[src/rtl/reset_vector_detector.sv]
// Spots the 6502 reset sequence on the CPU bus and sends a bank-reset pulse to the mapper.
// It also latches the fetched reset vector and counts detections, saturating at 255.
module reset_vector_detector #(
   parameter int STACK_READS = 3,
   parameter int HOLD_CYCLES = 2
) (
   input  logic        m2,
   input  logic        reset,
   input  logic        romsel,
   input  logic        cpu_rw_in,
   input  logic [14:0] cpu_addr_in,
   input  logic [7:0]  cpu_data_in,
   output logic        mapper_reset,
   output logic [15:0] reset_vector,
   output logic        vector_valid,
   output logic [7:0]  reset_count
);

   typedef enum logic [1:0] {
      ST_IDLE = 2'd0,
      ST_STK  = 2'd1,
      ST_VHI  = 2'd2
   } state_t;

   localparam logic [2:0] STACK_N = 3'(STACK_READS);
   localparam logic [3:0] HOLD_N  = 4'(HOLD_CYCLES);

   state_t      state_q, state_d;
   logic [2:0]  cnt_q, cnt_d;
   logic [7:0]  last_sp_q, last_sp_d;
   logic [7:0]  vec_lo_q, vec_lo_d;
   logic [3:0]  hold_q, hold_d;
   logic        mapper_reset_q, mapper_reset_d;
   logic [15:0] reset_vector_q, reset_vector_d;
   logic        vector_valid_q, vector_valid_d;
   logic [7:0]  reset_count_q, reset_count_d;

   logic is_sr_s, is_lo_s, is_hi_s, descend_s, detect_s;

   always_comb begin
      is_sr_s   = cpu_rw_in & romsel & (cpu_addr_in[14:8] == 7'h01);
      is_lo_s   = cpu_rw_in & ~romsel & (cpu_addr_in == 15'h7FFC);
      is_hi_s   = cpu_rw_in & ~romsel & (cpu_addr_in == 15'h7FFD);
      descend_s = (cpu_addr_in[7:0] == (last_sp_q - 8'd1));

      state_d   = state_q;
      cnt_d     = cnt_q;
      last_sp_d = last_sp_q;
      vec_lo_d  = vec_lo_q;
      detect_s  = 1'b0;

      case (state_q)
         ST_IDLE: begin
            if (is_sr_s) begin
               state_d   = ST_STK;
               cnt_d     = 3'd1;
               last_sp_d = cpu_addr_in[7:0];
            end else begin
               state_d   = ST_IDLE;
            end
         end
         ST_STK: begin
            if (is_sr_s && descend_s) begin
               cnt_d     = (cnt_q >= STACK_N) ? STACK_N : (cnt_q + 3'd1);
               last_sp_d = cpu_addr_in[7:0];
            end else if (is_lo_s && (cnt_q == STACK_N)) begin
               state_d   = ST_VHI;
               vec_lo_d  = cpu_data_in;
            end else if (is_sr_s) begin
               cnt_d     = 3'd1;
               last_sp_d = cpu_addr_in[7:0];
            end else begin
               state_d   = ST_IDLE;
            end
         end
         ST_VHI: begin
            if (is_hi_s) begin
               detect_s  = 1'b1;
               state_d   = ST_IDLE;
            end else if (is_sr_s) begin
               state_d   = ST_STK;
               cnt_d     = 3'd1;
               last_sp_d = cpu_addr_in[7:0];
            end else begin
               state_d   = ST_IDLE;
            end
         end
         default: begin
            state_d = ST_IDLE;
         end
      endcase

      // A detection reloads the pulse width even if a previous pulse is still running.
      if (detect_s) begin
         hold_d         = HOLD_N;
         reset_vector_d = {cpu_data_in, vec_lo_q};
         vector_valid_d = 1'b1;
         reset_count_d  = (reset_count_q == 8'hFF) ? 8'hFF : (reset_count_q + 8'd1);
      end else begin
         hold_d         = (hold_q != 4'd0) ? (hold_q - 4'd1) : 4'd0;
         reset_vector_d = reset_vector_q;
         vector_valid_d = vector_valid_q;
         reset_count_d  = reset_count_q;
      end
      mapper_reset_d = (hold_d != 4'd0);
   end

   always_ff @(negedge m2) begin
      if (reset) begin
         state_q        <= ST_IDLE;
         cnt_q          <= 3'd0;
         last_sp_q      <= 8'd0;
         vec_lo_q       <= 8'd0;
         hold_q         <= 4'd0;
         mapper_reset_q <= 1'b0;
         reset_vector_q <= 16'h0000;
         vector_valid_q <= 1'b0;
         reset_count_q  <= 8'd0;
      end else begin
         state_q        <= state_d;
         cnt_q          <= cnt_d;
         last_sp_q      <= last_sp_d;
         vec_lo_q       <= vec_lo_d;
         hold_q         <= hold_d;
         mapper_reset_q <= mapper_reset_d;
         reset_vector_q <= reset_vector_d;
         vector_valid_q <= vector_valid_d;
         reset_count_q  <= reset_count_d;
      end
   end

   assign mapper_reset = mapper_reset_q;
   assign reset_vector = reset_vector_q;
   assign vector_valid = vector_valid_q;
   assign reset_count  = reset_count_q;

endmodule

[config.mk]
export PLATFORM = sky130hd
export DESIGN_NAME = reset_vector_detector
export DESIGN_NICKNAME = d
export VERILOG_FILES = /design/src/rtl/reset_vector_detector.sv
export SDC_FILE = /design/constraint.sdc
export NUM_CORES = 1
export LEC_CHECK = 0
export BUFFER_PORTS_ARGS = -buffer_cell sky130_fd_sc_hd__buf_2
export CORE_MARGIN = 8
export CORE_UTILIZATION = 40
export CTS_CLUSTER_DIAMETER = 100
export DETAILED_ROUTE_END_ITERATION = 12
export PLACE_DENSITY_LB_ADDON = 0.12
export REMOVE_ABC_BUFFERS = 1
export SETUP_SLACK_MARGIN = 0.5
export SLEW_MARGIN = 5
export SYNTH_ARGS = -nofsm -noshare
export SYNTH_HDL_FRONTEND = slang
export SYNTH_SLANG_ARGS = --single-unit
[constraint.sdc]
create_clock -name m2 -period 1.9 [get_ports m2]
set_input_delay 0.19 -clock m2 [delete_from_list [all_inputs] [get_ports m2]]
set_output_delay 0.19 -clock m2 [all_outputs]
set_load 0.03 [all_outputs]
======== Word level (Yosys, flattened, before mapping) ========
Index checks and enable logic that the tools add are counted.
word-level totals
  input bits .............................. 27
  word-level logic and storage cells ...... 64
  output and inout bits ................... 26
  flip-flop bits (word level) ............. 51
operators by class
  magnitude comparators ................... 1
  mux-type cells .......................... 22
  bitwise gates (word level) .............. 7
  add/subtract/negate cells ............... 4
  reduce and logical (&&, ||, !) cells .... 9
  equality and inequality tests ........... 12
operators by type and width
  operator              number
  $mux 8                5
  $eq 15x15->1 const B  2
  $pmux 8 s3            1
  $mux 3                5
  $pmux 3 s3            1
  $add 8x1->8 const B   1
  $eq 8x8->1            1
  $eq 8x8->1 const B    1
  $mux 2                4
  $mux 4                2
  $reduce_bool 4->1     2
  $sub 8x1->8 const B   1
  $eq 7x1->1 const B    1
  $ne 3x3->1 const B    2
  $pmux 2 s3            1
  $reduce_and 3->1      2
  $and 1x1->1           5
  $ne 2x2->1 const B    2
  $sub 4x1->4 const B   1
  $add 3x1->3 const B   1
  $eq 3x2->1 const B    1
  $ge 3x2->1 const B    1
  $mux 1                3
  $reduce_bool 3->1     1
  other kinds (6)       8

======== Longest topological paths before layout ========
  depth after elaboration ................. 7
  mapped depth ............................ 7
  depth with buffers taken out ............ 7

==> flow_metrics.tcl <==
set metrics [dict create \
    fillers 321 \
    finalHoldViolCount 0 \
    grt_overflow 0 \
    seq_area_frac_synth 0.4569 \
    synthesis.area_um2 2235 \
    grt_pass1_wl_mm 11.92 \
    grt_max_degree 23 \
    crit_path_frequent_cell "buf_6" \
    die_w_um 90.75 \
    gp_congestion 0.7983 \
    leakagePower_uw 0.001974 \
    grt_pass1_vias 2715 \
    required_ns 1.24 \
    multi_input_area_um2 1628 \
    die_area_um2 8235 \
    drc_errors 0 \
    rsz0062_at_grt "yes" \
    vdd_drop_max_mv 0.4681 \
    critPathKind "in -> reg" \
    max_stage_delay_ns 0.28 \
    cts_made_buffers 5 \
    worst_slack_ns -0.3033 \
    violations "negative setup slack" \
    routed_wl_mm 7.988 \
    pin_count 53 \
    diodes 0 \
    synth_cells 254 \
    drive_gt1_frac 0.5496 \
    via_per_inst 5.216 \
    ant_nets 0 \
    worstSetupEndpointType "flip-flop" \
    final-seq-area_um2 1061 \
    cts_buffer_depth 2 \
    fin_cells 485 \
    cts_tree "yes" \
    power.density_nw_per_um2 541.8 \
    ys_async_sr_fraction 0 \
    die_h_um 90.75 \
    cp-start-kind "primary input" \
    cp_max_fo 6 \
    synth_most_common_cell "dfxtp_1" \
    worst_pin_slew_ns 0.9106 \
    synth_area_leaders "dfxtp_1 46%, mux2i_1 7.2%, nand2_1 6.0%" \
    slew_violations 0 \
    yosysWarnings 0 \
    clkTransAtPathRegs_ns 0.05 \
    avgRoutedWirePerCell_um 16.47 \
    rows 27 \
    worstHoldPathType "reg -> reg" \
    fin_nets 442 \
    htreeDepth 2 \
    holdWs_ns 0.4555 \
    syn_to_final_growth_pct 92.11 \
    grt_usage 0.1731 \
    max_cap_viol_count 0 \
    clock_latency_ns 0.39 \
    cts.sinks 51 \
    synth-edff-count 0 \
    fin_setup_tns_ns -13.18 \
    synthDistinctLibCells 45 \
    synth.avg_cell_area_um2 8.798 \
    synth_seq_cells 51 \
    setup_violations 77 \
    synth_top_area_share 0.4569 \
    clock_skew_ns 0.02762 \
    pre_cts_ws_ns -0.8098 \
    dr_total_vias 2530 \
    ctsRootBufferMaster "clkbuf_8" \
    cp_cell_sequence "buf_6 > nand4_1 > nor4_2 > buf_4 > and2_4 > buf_6 > buf_8 > buf_12 > nor2_4 > nor3_2" \
    drtIter0Drc 85 \
    synth_top_area_cell "dfxtp_1" \
    place_inst 389 \
    io_buffers 52 \
    antenna_found_initial 0 \
    hpwlAfterDp_mm 3.847 \
    outcome "finished, violations left" \
    critical-path-slowest-cell "nor4_2" \
    core_um2 5439 \
    worstPathArrival_ns 1.54 \
    start_util 0.4109 \
    synthFlopType "dfxtp_1" \
    drtPass1Iterations 4 \
    ys_top_cells_by_count "51 x dfxtp_1, 36 x nand2_1, 27 x nor2_1" \
    slew_headroom 0.3772 \
]
final timing paths:
kind	start	end	slack, ns	cells after the start
min reg2reg	vec_lo_q[0]	reset_vector[0]	0.46	2
max reg2reg	flip-flop	cnt_q[0]	-0.05	5
min	vec_lo_q[0]	reset_vector[0]	0.46	2
max	cpu_addr_in[11]	reset_count[1]	-0.30	10
metal layers:
layer,up-vias,part of all wire,global-route usage
met5,-,0,0
met4,0,0.024,0.07212
met1,1219,0.41,0.1858
met3,21,0.043,0.05819
li1,1219,-,-
met2,71,0.52,0.3021
through the flow:
| stage | total power [µW] | utilization | cell area (µm²) |
|---|---|---|---|
| floorplan | 1282 | - | 2181 |
| global placement | 1361 | 0.5077 | 2761 |
| detailed placement | 1361 | 0.5077 | 2761 |
| CTS | 2303 | 0.7288 | 3964 |
| global route | 2486 | 0.7893 | 4293 |
| finish | 2326 | 0.7893 | 4293 |
what timing repair did:
| item | 4_1_cts | 5_1_grt |
|---|---|---|
| endpoints found under the setup margin | 77 | 77 |
| pin swaps | 50 | 28 |
| hold buffers | 0 | 0 |
| resized for setup | 176 | 46 |
| buffers inserted | 25 | 7 |
| cloned | 6 | 0 |
power breakdown:
group	leakage [µW]	switching, µW	total, µW	internal, µW
sequential	0.000425	0.319	1070	1070
combinational	0.00123	66.7	133	66.0
clock	0.000321	717	1120	405
total	0.00197	784	2330	1540
cell type report:
class	instances	share of cell area
inverter	5	0.004372
clock inverter	54	0.04955
clock buffer	5	0.01603
sequential	51	0.2472
multi-input combinational	184	0.3792
tap	72	0.02099
timing repair buffer	114	0.2827
logic make-up (layout without fill, tap and decap cells):
kind of cell    count (synthesis)  in the layout  synth area share
fa+ha+maj                       3              3           0.01680
compound gates                 45             45            0.1321
flops                          51             51            0.4569
mux                            16             16           0.07167
simple gates                  110            110            0.2492
buf+inv                        19            178           0.03415
xor+xnor                       10             10           0.03919
critical path: cells and delay by family:
| family | cells | cell delay, ns |
|---|---|---|
| AND/OR/NAND/NOR | 5 | 0.72 |
| buffers and inverters | 5 | 0.61 |
cells in the final DEF, fill, tap and decap left out, types with 4 or more instances in the layout:
| cell | synthesis | routed |
|---|---|---|
| nand2_2 | 0 | 8 |
| xnor2_1 | 6 | 5 |
| dfxtp_1 | 51 | 25 |
| buf_2 | 4 | 17 |
| buf_12 | 0 | 8 |
| buf_16 | 0 | 6 |
| a21oi_2 | 0 | 15 |
| nand4_1 | 8 | 8 |
| buf_6 | 0 | 42 |
| dfxtp_2 | 0 | 23 |
| mux2i_1 | 16 | 16 |
| buf_4 | 0 | 38 |
| nand2_4 | 0 | 19 |
| xor2_1 | 4 | 4 |
| clkbuf_8 | 0 | 5 |
| nor2_1 | 27 | 24 |
| inv_1 | 6 | 56 |
| nand2_1 | 36 | 8 |
Power figures use the tool's default switching activity.
